--- src/rtl/gen_nonlinear_part_seq.sv ---
// gen_nonlinear_part_seq
// Sequential producer of the AND-monomial (non-linear) terms of a decomposed
// carry-lookahead adder. Block i of n holds the ANF monomials of carry c_i.
// Block i is {b[i-1] & blk(i-1), a[i-1] & blk(i-1), a[i-1] & b[i-1]}, where
// blk(0) is c_in. One block is written per cycle. The registered operands are
// presented alongside n so a combinational linear stage can form the sum.
module gen_nonlinear_part_seq #(
  parameter  int NBIT = 7,
  localparam int NNL  = 2**(NBIT+2) - NBIT - 4
) (
  input  logic            clk,
  input  logic            rst_n,
  input  logic            in_valid,
  output logic            in_ready,
  input  logic [NBIT-1:0] a,
  input  logic [NBIT-1:0] b,
  input  logic            c_in,
  output logic            out_valid,
  input  logic            out_ready,
  output logic [NBIT-1:0] out_a,
  output logic [NBIT-1:0] out_b,
  output logic            out_c_in,
  output logic [NNL-1:0]  n
);

  localparam int KW = $clog2(NBIT + 1);

  typedef enum logic [1:0] {
    IDLE = 2'd0,
    CALC = 2'd1,
    DONE = 2'd2
  } state_t;

  state_t          state_r;
  state_t          state_nxt_s;
  logic            accept_s;
  logic [KW-1:0]   k_r;
  logic [NNL-1:0]  calc_n_s;
  logic [NNL-1:0]  mask_s;

  // Every block is formed in parallel from the registered operands and the
  // previous block already stored in n; mask_s selects the one block that
  // the counter says is due this cycle, so only that block changes.
  for (genvar gi = 1; gi <= NBIT; gi++) begin : g_blk
    localparam int B  = 2**(gi+1) - gi - 3;
    localparam int L  = 2**(gi+1) - 1;
    localparam int LP = 2**gi - 1;
    localparam int BP = 2**gi - gi - 2;

    logic [LP-1:0] prev_s;

    if (gi == 1) begin : g_first
      assign prev_s = out_c_in;
    end else begin : g_rest
      assign prev_s = n[BP +: LP];
    end

    assign calc_n_s[B +: L] = {({LP{out_b[gi-1]}} & prev_s),
                               ({LP{out_a[gi-1]}} & prev_s),
                               (out_a[gi-1] & out_b[gi-1])};
    assign mask_s[B +: L]   = {L{k_r == KW'(gi)}};
  end

  // Next-state decode; input acceptance only ever happens in IDLE.
  always_comb begin
    state_nxt_s = state_r;
    accept_s    = 1'b0;
    case (state_r)
      IDLE: begin
        if (in_valid) begin
          state_nxt_s = CALC;
          accept_s    = 1'b1;
        end else begin
          state_nxt_s = IDLE;
        end
      end
      CALC: begin
        if (k_r == KW'(NBIT)) begin
          state_nxt_s = DONE;
        end else begin
          state_nxt_s = CALC;
        end
      end
      DONE: begin
        if (out_ready) begin
          state_nxt_s = IDLE;
        end else begin
          state_nxt_s = DONE;
        end
      end
      default: begin
        state_nxt_s = IDLE;
      end
    endcase
  end

  // State, handshake flags, operand capture and block-by-block fill of n.
  always_ff @(posedge clk) begin
    if (!rst_n) begin
      state_r   <= IDLE;
      in_ready  <= 1'b1;
      out_valid <= 1'b0;
      out_a     <= {NBIT{1'b0}};
      out_b     <= {NBIT{1'b0}};
      out_c_in  <= 1'b0;
      n         <= {NNL{1'b0}};
      k_r       <= {KW{1'b0}};
    end else begin
      state_r   <= state_nxt_s;
      in_ready  <= (state_nxt_s == IDLE);
      out_valid <= (state_nxt_s == DONE);
      if (accept_s) begin
        out_a    <= a;
        out_b    <= b;
        out_c_in <= c_in;
        n        <= {NNL{1'b0}};
        k_r      <= KW'(1);
      end else if (state_r == CALC) begin
        n <= (n & ~mask_s) | (calc_n_s & mask_s);
        if (k_r != KW'(NBIT)) begin
          k_r <= k_r + KW'(1);
        end else begin
          k_r <= k_r;
        end
      end else begin
        n   <= n;
        k_r <= k_r;
      end
    end
  end

endmodule

--- config.mk ---
export PLATFORM = sky130hd
export DESIGN_NAME = gen_nonlinear_part_seq
export DESIGN_NICKNAME = d
export VERILOG_FILES = /design/src/rtl/gen_nonlinear_part_seq.sv
export SDC_FILE = /design/constraint.sdc
export NUM_CORES = 1
export LEC_CHECK = 0
export CAP_MARGIN = 20
export CORE_ASPECT_RATIO = 1.4
export CORE_MARGIN = 2
export CORE_UTILIZATION = 44
export CTS_CLUSTER_DIAMETER = 150
export DETAILED_ROUTE_END_ITERATION = 16
export PLACE_DENSITY = 0.77
export SETUP_SLACK_MARGIN = 0.2
export SYNTH_ARGS = -nofsm -noshare
export SYNTH_HDL_FRONTEND = slang
export SYNTH_SLANG_ARGS = --single-unit
--- constraint.sdc ---
create_clock -name clk -period 1.6 [get_ports clk]
set_clock_uncertainty 0.05 [all_clocks]
set_input_delay 0.32 -clock clk [delete_from_list [all_inputs] [get_ports clk]]
set_output_delay 0.32 -clock clk [all_outputs]
set_load 0.02 [all_outputs]
==> impl_metrics.csv <==
group,metric,value,unit
timing,hold_viol_final,0,
setup_path,critPathTopFamily,"buffers and inverters",
route,drt_wl_total,87500,um
setup_path,cp_data_required_time,2050,ps
status,violations,"setup timing",
placement,port-buffer-count,536,
global_routing,grt_pass1_vias,20800,
timing,timing.final.ws_setup,-273,ps
logic_synthesis,synth_edf_count,0,
cts,path_clk_slew,70,ps
timing,drv_slew,0,
logic_synthesis,syn_avg_cell_area,8.44,um^2
global_routing,grt_pass1_wl,121000,um
route,dr.pass1.iters,7,
setup_path,path_cells,"ha_4, ha_4, and3b_4, buf_12, buf_16, clkbuf_16, nand3_1, a21oi_1",
layout,fillers,2860,
layout,final_layout_size_suffix_gt1_share,52.9,%
setup_path,cp_num_cells,8,
route,vias_per_cell,5.82,
cts,cts_root_buf,"clkbuf_16",
timing,rsz0062_at_grt,"true",
cts,h-tree-depth,2,
layout,fin_area,32500,um^2
pwr,power_density,813,nW/um^2
logic_synthesis,synth_fp_nets,2372,
route,drtIter0Drc,2260,
floorplan,rows,92,
global_routing,grt_usage,33.3,%
cts,cts_tree,"done",
floorplan,die_w,183,um
logic_synthesis,synthFlopType,"dfxtp_1",
status,status,"finished, violations left",
placement,gp_congestion,0.914,
timing,slew_headroom,46.1,%
cts,cts_buffer_depth,3,
floorplan,initial_core_util,44.3,%
timing,fin_crit,1870,ps
global_routing,antenna_found_initial,0,
flow_run,maxCapViolations,0,
route,drt-wirelength-per-cell,23.2,um
cts,cts_buffers,48,
logic_synthesis,synth_area_leaders,"dfxtp_1 53%, a21oi_1 12%, nand3_1 12%, nand2_1 10%, buf_6 3.0%",
global_routing,grt_start_max_net_pins,130,
setup_path,worst-endpoint-arrival,2320,ps
route,drc,0,
route,vias,22000,
logic_synthesis,synthCells,2347,
timing,setup_viol,474,
logic_synthesis,synth_top_area_cell,"dfxtp_1",
timing,fmax,0.534,GHz
placement,post_dp_cell_area,27200,um^2
logic_synthesis,synth_top_area_share,52.8,%
placement,dp_hpwl,52700,um
floorplan,die_y,255,um
setup_path,worst_path_most_repeated_cell,"ha_4",
hold_path,min_to,"out_b[4]$_SDFFE_PN0P_",
global_routing,grt_overflow_total,0,
cts,cts_sinks,523,
floorplan,dieArea,46800,um^2
pwr,p_leak,12.4,nW
floorplan,coreArea,44800,um^2
setup_path,critPathMaxFanout,8,
setup_path,reg2regPathDepth,8,
logic_synthesis,synthTopCellsByCount,"531 x nand2_1, 523 x dfxtp_1, 463 x a21oi_1, 461 x nand3_1, 81 x clkbuf_1",
hold_path,worstHoldStart,"b[4]",
setup_path,timing.critical_path.buf_inv,3,
layout,final_core_util,72.5,%
logic_synthesis,ys_warn_count,0,
logic_synthesis,synthArstFlopShare,0,%
route,ant_nets,0,
layout,antenna_cells,0,
setup_path,cpMaxStageDelayCell,"dfxtp_4",
logic_synthesis,ys_seq_area_share,52.8,%
logic_synthesis,synth.distinct_cells,35,
timing,fin_crit_sh,117,%
timing,tightest_slew,808,ps
hold_path,min_path_type,"primary input to flop",
layout,area_delta_synth_final,63.9,%
layout,layout.nets,3199,
logic_synthesis,synth.most_common_cell,"nand2_1",
cts,clock_latency,570,ps
hold_path,whs_path_depth,3,
pwr,peakVddDrop,0.921,mV
logic_synthesis,syn_area,19800,um^2
setup_path,max_stage_delay,390,ps
setup_path,cp-end-kind,"flop",
setup_path,ff2ff_setup_slack,-270,ps
setup_path,crit_path_start,"k_r[1]$_SDFFE_PP0P_",
setup_path,worstSetupStartpointType,"flop",
setup_path,r2r-start,"k_r[1]$_SDFFE_PP0P_",
setup_path,critPathKind,"flop to flop",
floorplan,ioPinCount,537,
logic_synthesis,ys_ff_latch,523,
[cell type report]
class | instances | area, um^2 | area share, %
clock buffer | 67 | 1390 | 4.29
sequential | 523 | 11200 | 34.5
inverter | 4 | 15.0 | 0.0462
clock inverter | 21 | 263 | 0.809
tap | 564 | 706 | 2.17
multi-input combinational | 1591 | 8420 | 25.9
timing repair buffer | 1006 | 10500 | 32.2
[logic make-up after synthesis]
family | synth area share [%]
AO/OA/AOI/OAI | 14.2
adder cells (fa/ha/maj) | 0.379
multiplexers | 0.0505
flip-flops | 52.8
buffers and inverters | 7.68
AND/OR/NAND/NOR | 24.9
[power by group]
part           internal (mW)  total [mW]  switching (mW)
clock network           6.93        12.2            5.22
registers               12.9        13.0          0.0320
logic                  0.442        1.30           0.859
total                   20.3        26.4            6.11
[timing repair]
item,in CTS,in global routing
pin swaps,73,86
setup buffers,151,16
hold buffers,0,0
endpoints found under the setup margin,1027,1036
resized for setup,3428,126
gates cloned,2,19
[layout by cell type, fill, tap and decap left out, types with 3 or more instances in the layout]
| cell | Yosys | routed |
|---|---|---|
| buf_16 | 0 | 9 |
| clkbuf_1 | 81 | 8 |
| bufinv_16 | 0 | 5 |
| clkinvlp_4 | 0 | 4 |
| ha_4 | 0 | 4 |
| nor2_1 | 5 | 5 |
| nand3_1 | 461 | 431 |
| clkdlybuf4s50_1 | 0 | 18 |
| a21boi_0 | 14 | 14 |
| a21oi_1 | 463 | 384 |
| buf_12 | 1 | 45 |
| buf_8 | 5 | 4 |
| buf_6 | 53 | 477 |
| clkbuf_8 | 0 | 10 |
| clkbuf_16 | 0 | 64 |
| nand2_1 | 531 | 529 |
| nand2b_1 | 3 | 3 |
| inv_6 | 0 | 4 |
| a21oi_2 | 40 | 119 |
| clkinv_2 | 0 | 6 |
| buf_4 | 29 | 393 |
| nand3_4 | 0 | 5 |
| nand3_2 | 40 | 65 |
| dfxtp_4 | 0 | 64 |
| nand4b_1 | 3 | 3 |
| dfxtp_2 | 0 | 402 |
| nor3b_1 | 3 | 3 |
| dfxtp_1 | 523 | 57 |
| dlygate4sd2_1 | 0 | 43 |
[per-stage QoR]
stage | setup TNS (ps) | hold slack (ps) | cells | setup WS (ps) | power, mW
final | -45400 | 240 | 3776 | -273 | 26.4
after global routing | -71470 | 272 | 3776 | -304 | 27.0
after CTS | -31700 | 225 | 3741 | -158 | 26.3
after detailed placement | -215430 | 392 | 3500 | -488 | 14.5
after global placement | -210670 | 388 | 3500 | -467 | 14.5
after floorplan | 0 | 405 | 2347 | 87.2 | 14.1
[worst reg2reg max path: cells and delay by family (launching register included)]
kind                     cells  cell delay [ps]
AND/OR/NAND/NOR              2              390
AO/OA/AOI/OAI                1              220
flip-flops                   1              390
buffers and inverters        3              450
adder cells (fa/ha/maj)      2              310
[layer usage]
metal  track usage (%)  part of all wire, %  vias to the layer above
met5                 0                    0                        -
li1                  -                    -                     9637
met2              58.9                   50                     1407
met1              36.8                   34                    10500
met4              20.2                  7.4                        0
met3              6.53                  8.3                      387
[worst max path at each step]
stage                       to  slack [ps]
after global routing      flop        -300
after CTS                 flop        -160
after detailed placement  flop        -490
after floorplan           flop          90
after global placement    flop        -470
final                     flop        -270
(Power assumes the default switching activity.)
